<file path="src/rtl/csa_mult_arbiter.sv">
// Two-requester round-robin front end for a shared combinational
// carry-save multiplier. Latches the granted operand pair, holds it on the
// multiplier inputs for SETTLE_CYCLES, then returns the sampled product
// together with the owning requester's index over a valid/ready response.
module csa_mult_arbiter #(
  parameter int W             = 4,
  parameter int SETTLE_CYCLES = 1
) (
  input  logic           clk,
  input  logic           rst_n,
  input  logic [1:0]     req_valid,
  output logic [1:0]     req_ready,
  input  logic [W-1:0]   req0_m,
  input  logic [W-1:0]   req0_q,
  input  logic [W-1:0]   req1_m,
  input  logic [W-1:0]   req1_q,
  output logic [W-1:0]   mul_m,
  output logic [W-1:0]   mul_q,
  input  logic [2*W-1:0] mul_p,
  output logic           rsp_valid,
  input  logic           rsp_ready,
  output logic           rsp_id,
  output logic [2*W-1:0] rsp_p,
  output logic           busy
);

  typedef enum logic [1:0] {
    IDLE = 2'b00,
    BUSY = 2'b01,
    RESP = 2'b10
  } state_t;

  // The settle counter is sized for the largest legal SETTLE_CYCLES (15).
  localparam logic [3:0] CNT_INIT = 4'(SETTLE_CYCLES - 1);

  state_t     state;
  logic       rr;
  logic [3:0] cnt;
  logic       sel;

  // Pick the requester to serve: a lone valid wins, a tie goes to rr.
  always_comb begin
    // NOTE: every always_comb output gets a default first so no path can
    // leave it unassigned and infer a latch.
    sel       = 1'b0;
    req_ready = 2'b00;
    if (req_valid == 2'b11) sel = rr;
    else                    sel = req_valid[1];
    if (rst_n && (state == IDLE) && (req_valid != 2'b00))
      req_ready = sel ? 2'b10 : 2'b01;
  end

  // Busy reflects any non-idle state; forced low while reset is asserted.
  assign busy = rst_n && (state != IDLE);

  // Control FSM with registered multiplier operands and response outputs.
  always_ff @(posedge clk) begin
    // NOTE: all state here uses non-blocking assignments so every register
    // samples pre-edge values, independent of statement order.
    if (!rst_n) begin
      state     <= IDLE;
      rr        <= 1'b0;
      cnt       <= '0;
      mul_m     <= '0;
      mul_q     <= '0;
      rsp_valid <= 1'b0;
      rsp_id    <= 1'b0;
      rsp_p     <= '0;
    end else begin
      case (state)
        IDLE: begin
          if (req_valid != 2'b00) begin
            mul_m  <= sel ? req1_m : req0_m;
            mul_q  <= sel ? req1_q : req0_q;
            rsp_id <= sel;
            cnt    <= CNT_INIT;
            state  <= BUSY;
          end
        end
        BUSY: begin
          if (cnt != 4'd0) begin
            cnt <= cnt - 4'd1;
          end else begin
            rsp_p     <= mul_p;
            rsp_valid <= 1'b1;
            state     <= RESP;
          end
        end
        RESP: begin
          if (rsp_ready) begin
            rsp_valid <= 1'b0;
            rr        <= ~rsp_id;
            state     <= IDLE;
          end
        end
        default: state <= IDLE;
      endcase
    end
  end

endmodule
</file>
<file path="config.mk">
export PLATFORM = sky130hd
export DESIGN_NAME = csa_mult_arbiter
export DESIGN_NICKNAME = d
export VERILOG_FILES = /design/src/rtl/csa_mult_arbiter.sv
export SDC_FILE = /design/constraint.sdc
export NUM_CORES = 1
export LEC_CHECK = 0
export CAP_MARGIN = 20
export CORE_MARGIN = 2
export CORE_UTILIZATION = 39
export CTS_CLUSTER_DIAMETER = 50
export DETAILED_ROUTE_END_ITERATION = 12
export HOLD_SLACK_MARGIN = 0.05
export PLACE_DENSITY = 0.76
export SYNTH_ARGS = -nofsm -noshare
export SYNTH_HDL_FRONTEND = slang
export SYNTH_SLANG_ARGS = --single-unit
</file>
<file path="constraint.sdc">
create_clock -name clk -period 1.4 [get_ports clk]
set_clock_uncertainty 0.15 [all_clocks]
set_input_delay 0.14 -clock clk [delete_from_list [all_inputs] [get_ports clk]]
set_output_delay 0.14 -clock clk [all_outputs]
set_load 0.02 [all_outputs]
</file>
Word-level counts from Yosys, hierarchy flattened
Index checks and enable logic that the tools add are counted.
{"block": "op_classes", "addsub": 1, "eq_ne": 7, "muxes": 15, "n_bitwise": 2, "reduce_logical": 15}
{"cell": "$mux W4", "count": 4}
{"cell": "$mux W2", "count": 5}
{"cell": "$reduce_and A3 Y1", "count": 3}
{"cell": "$pmux W4 S2", "count": 1}
{"cell": "$reduce_bool A2 Y1", "count": 4}
{"cell": "$ne A2 B2 Y1 const B", "count": 3}
{"cell": "$pmux W2 S3", "count": 1}
{"cell": "$reduce_and A2 Y1", "count": 3}
{"cell": "$eq A2 B2 Y1 const B", "count": 2}
{"cell": "$reduce_bool A4 Y1", "count": 1}
{"cell": "$sub A4 B1 Y4 const B", "count": 1}
{"cell": "$logic_and A1 B1 Y1", "count": 3}
{"cell": "$mux W1", "count": 3}
{"cell": "$eq A2 B1 Y1 const B", "count": 1}
{"cell": "$logic_not A2 Y1", "count": 1}
{"cell": "$ne A2 B1 Y1 const B", "count": 1}
{"cell": "$not A1 Y1", "count": 2}
{"cell": "$pmux W1 S2", "count": 1}
{"block": "word_totals", "regBits": 25, "input_bits": 29, "out_inout_bits": 21, "wordCells": 48}

Depth between registers and ports, before layout
Gate-level depths: netlist of the first run.
{"block": "logic_depth", "word_depth": 4, "mapped_depth": 6, "mapped_depth_nobuf": 5}

Least setup slack after synthesis of the first run
Ideal clock, no wire load.
{"block": "synth_path", "path_type": "register to output", "startpoint": "register state[1]", "endpoint": "output port req_ready[0]", "t_arrival_ns": 1.206, "required_ns": 1.110, "slack_ns": -0.096, "path_stages_with_launch": 5, "n_path_buf": 1, "cell_sequence": "dfxtp_1 > nor2_2 > o21ai_2 > buf_6 > nor3b_1"}
{"block": "synth_via", "elab_chain_cells": 4}
{"element": "from (decl)", "line_no": "36", "source": "state_t state;"}
{"element": "from (signal assigned)", "line_no": "61", "source": "state <= IDLE;"}
{"element": "from (signal assigned)", "line_no": "77", "source": "state <= BUSY;"}
{"element": "from (signal assigned)", "line_no": "86", "source": "state <= RESP;"}
{"element": "$logic_not A2 Y1", "line_no": "49", "source": "if (rst_n && (state == IDLE) && (req_valid != 2'b00))"}
{"element": "$logic_and A1 B1 Y1 (2 in series)", "line_no": "49"}
{"element": "$mux W2", "line_no": "49"}
{"element": "to (decl)", "line_no": "12", "source": "output logic [1:0] req_ready,"}
No other way between the ends.

Final worst setup path of the first run
{"block": "layout_path", "startpoint": "register state[0]", "endpoint": "output port req_ready[0]"}
Same word-level chain as after synthesis.

==> results of run 1 <==
-- timing repair --
action / CTS / global route
setup buffers: 2 / 4
resized for setup: 60 / 6
gates cloned: 1 / 1
setup endpoints to repair: 43 / 19
pin swaps: 3 / 6
-- kinds of logic after synthesis --
logic type      count (synthesis)
simple gates                   47
fa+ha+maj                       2
mux                            10
flops                          25
compound gates                 39
buf+inv                        14
-- power groups by stage --
| stage | sequential, mW | clock, mW | combinational [mW] |
|---|---|---|---|
| after floorplan | 0.899 | 0 | 0.269 |
| after global placement | 0.826 | 0 | 0.596 |
| after detailed placement | 0.829 | 0 | 0.607 |
| after CTS | 0.815 | 0.341 | 0.606 |
| after global routing | 0.824 | 0.378 | 0.689 |
| final | 0.815 | 0.335 | 0.640 |
-- worst max path at each step --
stage	endpoint	depth (start not counted)	startpoint	slack, ns
6_report	req_ready[0]	4	state[0]$_SDFFE_PN0P_	-0.14
3_3_place_gp	req_ready[0]	5	req_valid[0]	-0.51
3_5_place_dp	cnt[3]$_SDFFE_PN0P_	5	req_valid[1]	-0.60
2_1_floorplan	rsp_valid$_SDFFE_PN0P_	6	cnt[0]$_SDFFE_PN0P_	0.01
4_1_cts	req_ready[0]	4	state[0]$_SDFFE_PN0P_	-0.13
5_1_grt	req_ready[0]	4	state[0]$_SDFFE_PN0P_	-0.22
-- state kept, by name, indices dropped and copies added (netlist names) --
name / cells
state: 2
mul_q: 4
cnt: 4
rsp_id: 1
rsp_valid: 1
rsp_p: 8
mul_m: 4
rr: 1
-- worst min-delay path: stages --
cell             delay, ns
clkdlybuf4s50_1       0.40
nand2_1               0.05
mux2i_1               0.06
-- stage by stage --
step	hold slack (ns)	util [%]
4_1_cts	0.199	63.8
6_report	0.207	65.5
5_1_grt	0.186	65.5
3_3_place_gp	0.291	60.3
3_5_place_dp	0.305	60.3
2_1_floorplan	0.132	-
-- layout by cell type, fill, tap and decap left out, types with 8 or more instances in the layout --
| cell | synthesis | final |
|---|---|---|
| clkdlybuf4s50_1 | 0 | 27 |
| o21bai_1 | 8 | 8 |
| and3_1 | 9 | 9 |
| nand2_1 | 18 | 17 |
| mux2i_1 | 10 | 10 |
| dfxtp_1 | 25 | 20 |
| a21boi_0 | 8 | 8 |
| buf_4 | 2 | 17 |
| dlygate4sd2_1 | 0 | 19 |
-- cell type report --
type | instances | share of cell area [%]
tap | 44 | 2.73
multi-input combinational | 99 | 38.2
inverter | 4 | 0.744
clock inverter | 1 | 0.248
timing repair buffer | 70 | 31.9
clock buffer | 3 | 1.12
sequential | 25 | 25.1
-- routing by layer --
metal	GRT usage [%]	part of all wire (%)
met5	0	0
met4	6.83	1.7
met3	2.94	5.3
met2	35.9	51
met1	23.8	42
==> impl_metrics.toml, run 1 <==
[synth]
synth-main-ff-cell = "dfxtp_1"
synthSimpleGateAreaFrac_pct = 20.3
synth_adder_area_share_pct = 1.97
ys_ff_latch = 25
async_flop_share_pct = 0
yosys.area.top_type = "dfxtp_1"
synth.most_common_cell = "dfxtp_1"
synth_xor_area_share_pct = 0
synth_top_area_share_pct = 39.4
yosysWarningCount = 0
synth_top_family_by_area = "compound AO/OA/AOI/OAI gates"
synth_seq_area_share_pct = 39.4
yosysUniqueCellTypes = 34
postSynthCellCount = 137
syn-num-nets = 168
synth_compound_area_share_pct = 23.5
synthTopCellsByArea = "dfxtp_1, mux2i_1, o311a_1, nand2_1, a21boi_0"
synth-edff-count = 0
synth_commonest_cells = "dfxtp_1, nand2_1, mux2i_1"
synth_area_sq_um = 1270
synthMuxAreaShare_pct = 7.89
syn_avg_cell_area_sq_um = 9.26

[floorplanning]
coreArea_sq_um = 3080
fp.dieH_um = 61.0
start_util_pct = 41.2
io_pins = 50
dieWidth_um = 61.0
rows = 20
die-area_sq_um = 3730

[clocking]
ctsHtreeMaxLevel = 1
ctsHoldBuffers = 0
cts_tree = "built"
cts.sinks = 25
cts_buffers = 3
cts.root.buffer_cell = "clkbuf_4"
clk_transition_reported_paths_ns = 0.15
clock_latency_ns = 0.32
clk_path_buf_depth = 2

[setup_path]
crit_chain = "nor2_4, o21ai_2, nor3b_2, buf_4"
crit_fanout = 4
worstSetupEndpointType = "output pin"
crit_path_top_delay_cell = "dfxtp_2"
cp_slowest_stage_delay_ns = 0.36
startpoint_type = "flop"
ff2ff_setup_slack_ns = -0.03
crit_buf_inv = 1
r2r-end = "rsp_p[1]$_SDFFE_PN0P_"
crit_family = "flip-flops"
crit_arrival_ns = 1.25
critical_path_class = "flop to output pin"
r2r_cells = 5
cp.required_ns = 1.11
timing.rr.start = "state[1]$_SDFFE_PN0P_"

[min_path]
hp-class = "input port to flop"
whs_path_depth = 3
holdPathEnd = "rsp_p[0]$_SDFFE_PN0P_"
hp-start = "mul_p[0]"

[placement]
gp_congestion = 0.764
portBuffers = 49
post-dp-hpwl_um = 2400
placedCellCount = 234
place_ws_ns = -0.604
place_area_sq_um = 1860

[final_layout]
antenna_cells = 0
seqCellArea_sq_um = 507
area_delta_synth_final_pct = 59.0
design_area_sq_um = 2020
fin_nets = 234
multiInputGateArea_sq_um = 769
final_cells = 246
nFillCells = 278
layout-drive-gt1-share_pct = 26.7

[sta]
min_period_ns = 1.54
rsz0062_at_grt = "yes"
drv_slew = 0
slew_headroom_pct = 79.5
fmax_mhz = 649
min_period_over_period_pct = 110
worst_slack_ns = -0.140
tightest_slew_ns = 0.308
finalSetupViolCount = 10
hold_viol_final = 0
final.setup.tns_ns = -0.415

[global_route]
grt_max_degree = 31
antenna_found_initial = 0
grt.total_usage_pct = 19.8
grt_pass1_wl_um = 5540
grt_pass1_vias = 1256
grt_overflow = 0

[pwr]
leakage_nw = 0.920
ir_worst_vdd_uv = 395
p_per_area_nw_per_um2 = 888
switchingPower_mw = 0.571
swShare_pct = 31.9
pwr-share-comb_pct = 35.8
p_int_mw = 1.22
p_total_mw = 1.79
power.share.clock_pct = 18.7
power_frac_seq_pct = 45.5

[route]
drcViolationCount = 0
antenna_left = 0
first_iter_violations = 29
dr_total_vias = 1257
wl_um = 3440
post_drt_wl_per_cell_um = 14.0
firstDrtPassIters = 2
via_per_inst = 5.11

[status]
violations = "negative setup slack"
status = "finished with violations"

[flow_run]
maxCapViolCount = 0
No activity file was read; power rests on OpenSTA's default activity.
==> inputs of run 2 (changes only) <==
HOLD_SLACK_MARGIN = 0.12   (was 0.05)
==> results of run 2 <==
Same layout as run 1: the final DEF is identical, and so are final timing and power.
==> inputs of run 3 (changes only) <==
REMOVE_ABC_BUFFERS = 1   (was default)
==> run 3 against run 2 <==
- the flow still finishes with violations (negative setup slack)
- cell count grew 0.81%
- die area did not move
- clock power down 5%
- total power decreased by 0.82%
==> impl_metrics.toml, run 3 (synthesis results as in run 1) <==
[global_route]
grt_max_degree = 31
antenna_found_initial = 0
grt_pass1_wl_um = 5330
grt_pass1_vias = 1224
grt.total_usage_pct = 18.8
grt_overflow = 0

[placement]
place_area_sq_um = 1900
post-dp-hpwl_um = 2510
portBuffers = 49
gp_congestion = 0.714
placedCellCount = 239

[flow_run]
maxCapViolCount = 0

[pwr]
ir_worst_vdd_uv = 526
switchingPower_mw = 0.545
p_per_area_nw_per_um2 = 866
pwr-share-comb_pct = 36.2
p_total_mw = 1.78
power_frac_seq_pct = 45.9
swShare_pct = 30.7
leakage_nw = 0.937
p_int_mw = 1.23
power.share.clock_pct = 17.9

[setup_path]
crit_fanout = 2
startpoint_type = "flop"
cp.required_ns = 1.11
crit_arrival_ns = 1.23
worstSetupEndpointType = "output pin"
r2r_cells = 5
critical_path_class = "flop to output pin"

[clocking]
cts_tree = "built"
clk_transition_reported_paths_ns = 0.13
cts_buffers = 3
clock_latency_ns = 0.30
ctsHoldBuffers = 0
clk_path_buf_depth = 2
cts.sinks = 25
cts.root.buffer_cell = "clkbuf_4"
ctsHtreeMaxLevel = 1

[floorplanning]
io_pins = 50
coreArea_sq_um = 3080
dieWidth_um = 61.0
fp.dieH_um = 61.0
start_util_pct = 41.2
die-area_sq_um = 3730
rows = 20

[sta]
rsz0062_at_grt = "yes"
finalSetupViolCount = 12
slew_headroom_pct = 79.3
hold_viol_final = 0
fmax_mhz = 657
min_period_ns = 1.52
tightest_slew_ns = 0.310
final.setup.tns_ns = -0.841
min_period_over_period_pct = 109
fin_hold_ws_ns = 0.224
drv_slew = 0
worst_slack_ns = -0.123

[route]
wl_um = 3430
dr_total_vias = 1233
post_drt_wl_per_cell_um = 13.8
drcViolationCount = 0
first_iter_violations = 13
antenna_left = 0
firstDrtPassIters = 4
via_per_inst = 4.97

[final_layout]
mostFrequentLayoutCell = "clkdlybuf4s50_1"
area_delta_synth_final_pct = 61.5
design_area_sq_um = 2050
antenna_cells = 0
top_register = "rsp_p"
mostFrequentLayoutCells = "clkdlybuf4s50_1, dfxtp_1, nand2_1, dlygate4sd2_1, buf_4"
nFillCells = 255
final_cells = 248
largest_reg_flops = 8
seqCellArea_sq_um = 509
layout-drive-gt1-share_pct = 25.5
fin_nets = 236
multiInputGateArea_sq_um = 749

[min_path]
whs_path_depth = 3
hp-class = "input port to flop"

[status]
violations = "negative setup slack"
status = "finished with violations"
==> run 3: area by class of cell <==
class                   count  area share, %
repair buffers             73           33.9
multi-input cells          98           36.6
flip-flops and latches     25           24.8
well taps                  44           2.69
inverters                   4          0.733
clock buffers               4           1.28
==> run 3: power by group through the flow <==
stage | Clock (mW) | Sequential (mW) | Combinational (mW)
floorplan | 0 | 0.899 | 0.215
global placement | 0 | 0.826 | 0.609
detailed placement | 0 | 0.828 | 0.623
CTS | 0.340 | 0.816 | 0.602
global route | 0.370 | 0.824 | 0.687
finish | 0.317 | 0.816 | 0.642
==> run 3: critical path, stage by stage, from the launching register on <==
cell      delay (ns)
dfxtp_2         0.35
nand2b_4        0.14
nand2_1         0.09
nor3b_2         0.18
buf_4           0.17
==> run 3: final timing paths <==
check                   startpoint               endpoint  slack [ns]
max                rr$_SDFFE_PN0P_           req_ready[0]       -0.12
min                       mul_p[1]  rsp_p[1]$_SDFFE_PN0P_        0.22
max reg2reg        rr$_SDFFE_PN0P_  mul_m[1]$_SDFFE_PN0P_       -0.11
min reg2reg  rsp_p[4]$_SDFFE_PN0P_  rsp_p[4]$_SDFFE_PN0P_        0.31
==> run 3: routing by layer <==
layer / wire length (um) / track usage, % / vias to the layer above
met5: 0 / 0 / -
met4: 10 / 3.73 / 0
met3: 171 / 3.36 / 2
met2: 1750 / 32.7 / 34
met1: 1500 / 24.4 / 567
li1: - / - / 630
==> run 3: what timing repair did <==
action | in CTS | in global routing
setup endpoints to repair | 35 | 17
pin swaps | 4 | 1
cloned | 0 | 1
buffers inserted | 1 | 3
resized for setup | 53 | 9
==> run 3: metrics by stage <==
step | utilization, % | setup WS, ns
after floorplan | - | -0.642
after detailed placement | 61.6 | -0.555
final | 66.6 | -0.123
after CTS | 63.9 | -0.147
after global routing | 66.6 | -0.189
after global placement | 61.6 | -0.519
